--- config.mk ---
export PLATFORM = sky130hd
export DESIGN_NAME = reimu_life_ctrl_flat
export DESIGN_NICKNAME = d
export VERILOG_FILES = /design/src/rtl/reimu_life_ctrl_if.sv /design/src/rtl/reimu_life_ctrl.sv /design/src/flat_wrapper.sv
export SDC_FILE = /design/constraint.sdc
export NUM_CORES = 1
export LEC_CHECK = 0
export BUFFER_PORTS_ARGS = -buffer_cell sky130_fd_sc_hd__buf_2
export CORE_UTILIZATION = 40
export DETAILED_ROUTE_END_ITERATION = 12
export HOLD_SLACK_MARGIN = 0.12
export PLACE_DENSITY = 0.65
export SKIP_LAST_GASP = 1
export SLEW_MARGIN = 20
export SYNTH_ARGS = -nofsm -noshare
export SYNTH_HDL_FRONTEND = slang
export SYNTH_SLANG_ARGS = --single-unit
--- constraint.sdc ---
create_clock -name clk22 -period 2.1 [get_ports clk22]
set_input_delay 0.315 -clock clk22 [delete_from_list [all_inputs] [get_ports clk22]]
set_output_delay 0.315 -clock clk22 [all_outputs]
set_load 0.02 [all_outputs]
--- src/rtl/reimu_life_ctrl_if.sv ---
// Player life-controller bus between the game logic and reimu_life_ctrl.
// Inputs to the controller: boss, shot, life_up, restart.
// Outputs from the controller: lives, invincible, reimu_visible, hit, game_over.
interface reimu_life_ctrl_if;
    logic       boss;
    logic       shot;
    logic       life_up;
    logic       restart;
    logic [2:0] lives;
    logic       invincible;
    logic       reimu_visible;
    logic       hit;
    logic       game_over;

    // Game-side view: drives requests, observes player status
    modport master (
        output boss, shot, life_up, restart,
        input  lives, invincible, reimu_visible, hit, game_over
    );

    // Controller view
    modport slave (
        input  boss, shot, life_up, restart,
        output lives, invincible, reimu_visible, hit, game_over
    );
endinterface

--- src/rtl/reimu_life_ctrl.sv ---
// Player life tracker: counts lives, runs a blinking invincibility window after
// each hit, and holds game-over until restart. All outputs are registered.
// Ports:
//   clk22 - game tick clock
//   rst_n - synchronous active-low reset
//   bus   - reimu_life_ctrl_if.slave (boss/shot/life_up/restart in; status out)
module reimu_life_ctrl #(
    parameter int unsigned INIT_LIVES  = 3,
    parameter int unsigned MAX_LIVES   = 5,
    parameter int unsigned INV_TICKS   = 24,
    parameter int unsigned BLINK_TICKS = 3
) (
    input  logic               clk22,
    input  logic               rst_n,
    reimu_life_ctrl_if.slave   bus
);
    localparam int unsigned CNT_W   = (INV_TICKS > 1) ? $clog2(INV_TICKS) : 1;
    localparam int unsigned LIVES_W = 3;

    typedef enum logic [1:0] {
        ST_ALIVE = 2'd0,
        ST_INV   = 2'd1,
        ST_OVER  = 2'd2
    } state_e;

    state_e               state_q, state_d;
    logic [LIVES_W-1:0]   lives_q, lives_d;
    logic [CNT_W-1:0]     inv_cnt_q, inv_cnt_d;
    logic [CNT_W-1:0]     blink_cnt_q, blink_cnt_d;
    logic                 visible_q, visible_d;
    logic                 hit_q, hit_d;
    logic                 invincible_q, invincible_d;
    logic                 game_over_q, game_over_d;
    logic                 accept;
    logic [LIVES_W-1:0]   lives_inc;

    // State and output registers
    always_ff @(posedge clk22) begin
        if (!rst_n) begin
            state_q      <= ST_ALIVE;
            lives_q      <= LIVES_W'(INIT_LIVES);
            inv_cnt_q    <= '0;
            blink_cnt_q  <= '0;
            visible_q    <= 1'b1;
            hit_q        <= 1'b0;
            invincible_q <= 1'b0;
            game_over_q  <= 1'b0;
        end else begin
            state_q      <= state_d;
            lives_q      <= lives_d;
            inv_cnt_q    <= inv_cnt_d;
            blink_cnt_q  <= blink_cnt_d;
            visible_q    <= visible_d;
            hit_q        <= hit_d;
            invincible_q <= invincible_d;
            game_over_q  <= game_over_d;
        end
    end

    // Next-state and next-output logic
    always_comb begin
        state_d     = state_q;
        lives_d     = lives_q;
        inv_cnt_d   = inv_cnt_q;
        blink_cnt_d = blink_cnt_q;
        visible_d   = visible_q;
        hit_d       = 1'b0;

        accept    = bus.boss & bus.shot;
        lives_inc = (lives_q >= LIVES_W'(MAX_LIVES)) ? lives_q : lives_q + LIVES_W'(1);

        case (state_q)
            ST_ALIVE: begin
                if (accept) begin
                    hit_d     = 1'b1;
                    visible_d = 1'b0;
                    // A same-tick extend cancels the life loss and keeps the player alive
                    if (bus.life_up || (lives_q > LIVES_W'(1))) begin
                        state_d     = ST_INV;
                        inv_cnt_d   = CNT_W'(INV_TICKS - 1);
                        blink_cnt_d = CNT_W'(BLINK_TICKS - 1);
                        if (!bus.life_up) begin
                            lives_d = lives_q - LIVES_W'(1);
                        end
                    end else begin
                        state_d = ST_OVER;
                        lives_d = '0;
                    end
                end else if (bus.life_up) begin
                    lives_d = lives_inc;
                end
            end
            ST_INV: begin
                if (bus.life_up) begin
                    lives_d = lives_inc;
                end
                if (inv_cnt_q == '0) begin
                    state_d   = ST_ALIVE;
                    visible_d = 1'b1;
                end else begin
                    inv_cnt_d = inv_cnt_q - CNT_W'(1);
                    // Toggle sprite each BLINK_TICKS ticks
                    if (blink_cnt_q == '0) begin
                        blink_cnt_d = CNT_W'(BLINK_TICKS - 1);
                        visible_d   = ~visible_q;
                    end else begin
                        blink_cnt_d = blink_cnt_q - CNT_W'(1);
                    end
                end
            end
            ST_OVER: begin
                lives_d   = '0;
                visible_d = 1'b0;
                if (bus.restart) begin
                    state_d   = ST_ALIVE;
                    lives_d   = LIVES_W'(INIT_LIVES);
                    visible_d = 1'b1;
                end
            end
            default: begin
                state_d = ST_ALIVE;
            end
        endcase

        invincible_d = (state_d == ST_INV);
        game_over_d  = (state_d == ST_OVER);
    end

    assign bus.lives         = lives_q;
    assign bus.invincible    = invincible_q;
    assign bus.reimu_visible = visible_q;
    assign bus.hit           = hit_q;
    assign bus.game_over     = game_over_q;
endmodule
--- src/flat_wrapper.sv ---
// flat-port wrapper written by rule: the top's interface ports become plain ports
module reimu_life_ctrl_flat 
#(
    parameter int unsigned INIT_LIVES  = 3,
    parameter int unsigned MAX_LIVES   = 5,
    parameter int unsigned INV_TICKS   = 24,
    parameter int unsigned BLINK_TICKS = 3
)
  (clk22, rst_n, bus_boss, bus_shot, bus_life_up, bus_restart, bus_lives, bus_invincible, bus_reimu_visible, bus_hit, bus_game_over);
  reimu_life_ctrl_if bus_i ();
  input  logic clk22;
  input  logic rst_n;
  input wire logic [$bits(bus_i.boss)-1:0] bus_boss;
  input wire logic [$bits(bus_i.shot)-1:0] bus_shot;
  input wire logic [$bits(bus_i.life_up)-1:0] bus_life_up;
  input wire logic [$bits(bus_i.restart)-1:0] bus_restart;
  output wire logic [$bits(bus_i.lives)-1:0] bus_lives;
  output wire logic [$bits(bus_i.invincible)-1:0] bus_invincible;
  output wire logic [$bits(bus_i.reimu_visible)-1:0] bus_reimu_visible;
  output wire logic [$bits(bus_i.hit)-1:0] bus_hit;
  output wire logic [$bits(bus_i.game_over)-1:0] bus_game_over;
  assign bus_i.boss = bus_boss;
  assign bus_i.shot = bus_shot;
  assign bus_i.life_up = bus_life_up;
  assign bus_i.restart = bus_restart;
  assign bus_lives = bus_i.lives;
  assign bus_invincible = bus_i.invincible;
  assign bus_reimu_visible = bus_i.reimu_visible;
  assign bus_hit = bus_i.hit;
  assign bus_game_over = bus_i.game_over;
  reimu_life_ctrl #(.INIT_LIVES(INIT_LIVES), .MAX_LIVES(MAX_LIVES), .INV_TICKS(INV_TICKS), .BLINK_TICKS(BLINK_TICKS)) u_core (.clk22(clk22), .rst_n(rst_n), .bus(bus_i));
endmodule
==> results.ini <==
[run]
maxCapViolations=0

[synthesis]
syn-num-nets=158
syn_area_sq_um=1230
synth_seq_cells=19
synthCells=142
ys_seq_area_share_pct=30.9
synth_edf_count=0
synth-main-ff-cell=dfxtp_1
yosysWarningCount=0
ys_types=49
avgSynthCellArea_sq_um=8.67
async_flop_share_pct=0

[grt]
grt_antenna_before_repair=0
globalRouteOverflowTotal=0
grt_max_degree=14
use_met1_pct=24.9
grt_use_met2_pct=29.7
grt_pass1_vias=1160
grt_usage_pct=18.7
grt_pass1_wl_mm=4.90
met3_usage_pct=3.17
grt_busiest_layer=met2

[cts]
cts-root-buf=clkbuf_4
cts-htree-levels=1
numCtsBuffers=3
cts.sinks=19
path_clk_slew_ns=0.12
post_cts_resized=0
holdBufCountCts=0
tritoncts=done
cts.path.max_buffers=2
clk_latency_ns=0.30
postCtsSetupRepairBufs=0

[die]
die_w_microns=57.5
initial_utilization_pct=43.5
core_sq_um=2830
die_h_microns=57.5
io_pins=13
die_area_sq_um=3300
num_rows=19

[pwr]
p_comb_share_pct=39.3
p_sw_uw=400
p_int_uw=646
power.density_nw_per_um2=752
leakage_nw=0.599
ir_drop_mv=0.247
clockPowerShare_pct=18.7
switching_share_pct=38.2
p_seq_share_pct=42.0

[final_layout]
mostFrequentLayoutCell=dfxtp_1
nFillCells=282
drive_above_1_share_pct=18.0
syn_to_final_growth_pct=13.0
final_cell_mix=dfxtp_1 (19), inv_1 (14), buf_2 (12), nand2_1 (11), ha_1 (10)
finalNetCount=178
diodes=0

[place]
dp_hpwl_mm=2.17
place_congestion=0.869
numPortBuffers=12
preCtsSetupSlack_ns=0.131

[timing]
slew_headroom_pct=69.8
fin_crit_ns=1.93
fin_ws_ns=0.170
clock_skew_ns=0.00472
setup_tns_ns=0
rsz0062_at_grt=no
fin_crit_sh_pct=91.9
slew_viol_final=0
setup_viol=0
worst_pin_slew_ns=0.440
fmaxAchievable_mhz=518
timing_hold_violations_final=0

[route]
vias=1191
drt.antenna.violating_nets=0
vias_per_cell=6.20
drtIter0Drc=96
wire_per_inst_microns=15.0
route.detailed.drc=1
drt_first_pass_iters=9
wl_mm=2.89

[setup_path]
start_kind=flip-flop
worstPathCellList=inv_1 -> ha_1 -> o21bai_1 -> a21o_1 -> or4_1 -> a31oi_1
path_max_fanout=7
cp.arrival_ns=2.16
cp-end-kind=flip-flop
max_stage_delay_ns=0.51
worst_path_max_delay_cell=or4_1
crit_type=reg2reg
critPathRequiredTime_ns=2.33

[min_path]
hold_class=in2reg

[outcome]
status=finished with violations
violations=design-rule violations

[final cells by class]
cell class	instances	area, sq um	area share (%)
multi-input cells	106	791	56.8
flip-flops and latches	19	380	27.3
repair buffers	17	97.6	7.01
inverters	15	56.3	4.05
well taps	31	38.8	2.79
clock buffers	3	22.5	1.62
clock inverters	1	5.00	0.360
[synth_stat cells, types with 2 or more instances]
library cell  count  area share [%]
a41oi_1           2             1.4
nor2_1            5             1.5
a21oi_1           8             3.3
a31oi_1           2             1.0
a311oi_1          4             2.8
dfxtp_1          19              31
inv_1            14             4.3
a21o_1            3             1.8
ha_1             10              10
o32ai_1           2             1.4
o22ai_1           2             1.0
or3_2             2             1.2
o31ai_1           3             1.8
nand3_1           5             2.0
nand2_1          11             3.4
nor3b_1           2             1.2
nor3_1            3             1.2
a21boi_0          3             1.8
or4_1             3             1.8
clkbuf_1          2            0.61
o21ai_0           4             1.6
a32oi_1           2             1.4
nand2b_1          3             1.5
or3_1             3             1.5
[power by group through the flow]
| stage | Combinational [mW] | Sequential, mW | Clock, mW |
|---|---|---|---|
| 3_3_place_gp | 0.399 | 0.444 | 0 |
| 6_report | 0.411 | 0.439 | 0.195 |
| 4_1_cts | 0.406 | 0.438 | 0.205 |
| 2_1_floorplan | 0.276 | 0.461 | 0 |
| 3_5_place_dp | 0.405 | 0.446 | 0 |
| 5_1_grt | 0.454 | 0.447 | 0.219 |
[critical path: cells and delay by family, from the launching register on]
family	cells	cell delay, ns
buf+inv	1	0.10
simple gates	1	0.51
compound gates	3	0.62
flops	1	0.43
fa+ha+maj	1	0.20
[cells by family (layout without fill, tap and decap cells)]
kind of cell,Yosys count,after routing,share of synthesized area (%)
buffers and inverters,17,36,5.18
multiplexers,2,2,2.64
flip-flops,19,19,30.9
adder cells (fa/ha/maj),10,10,10.2
AND/OR/NAND/NOR,45,45,20.8
AO/OA/AOI/OAI,49,49,30.3
[layer usage]
metal  part of all wire (%)  vias to the layer above
met4                    1.6                        0
li1                       -                      586
met5                      0                        -
met1                     47                      558
met3                    5.6                        4
met2                     45                       43
[stage by stage]
step,util [%],cell area [sq um],hold slack (ns),power (mW),cells
6_report,49.2,1390,0.330,1.05,192
5_1_grt,49.2,1390,0.316,1.12,192
4_1_cts,49.0,1390,0.311,1.05,192
3_5_place_dp,48.1,1360,0.435,0.851,188
3_3_place_gp,48.1,1360,0.422,0.843,188
2_1_floorplan,-,1230,0.407,0.737,142
[state kept, by name, indices dropped and copies added (netlist names)]
name and flops:
u_core.state_q 2, u_core.bus.reimu_visible 1, u_core.blink_cnt_q 5, u_core.bus.lives 3
u_core.bus.game_over 1, u_core.bus.hit 1, u_core.inv_cnt_q 5, u_core.bus.invincible 1
[worst paths after layout]
kind,slack (ns),from,cells past startpoint,to
hold / removal,0.33,rst_n,2,u_core.bus.lives[0]$_SDFFE_PN1P_
setup / recovery,0.17,u_core.bus.lives[1]$_SDFFE_PN1P_,6,u_core.inv_cnt_q[4]$_SDFFE_PN0P_
hold reg to reg,0.45,u_core.blink_cnt_q[4]$_SDFFE_PN0P_,2,u_core.blink_cnt_q[4]$_SDFFE_PN0P_
setup reg to reg,0.17,u_core.bus.lives[1]$_SDFFE_PN1P_,6,u_core.inv_cnt_q[4]$_SDFFE_PN0P_
(Power assumes the default switching activity.)
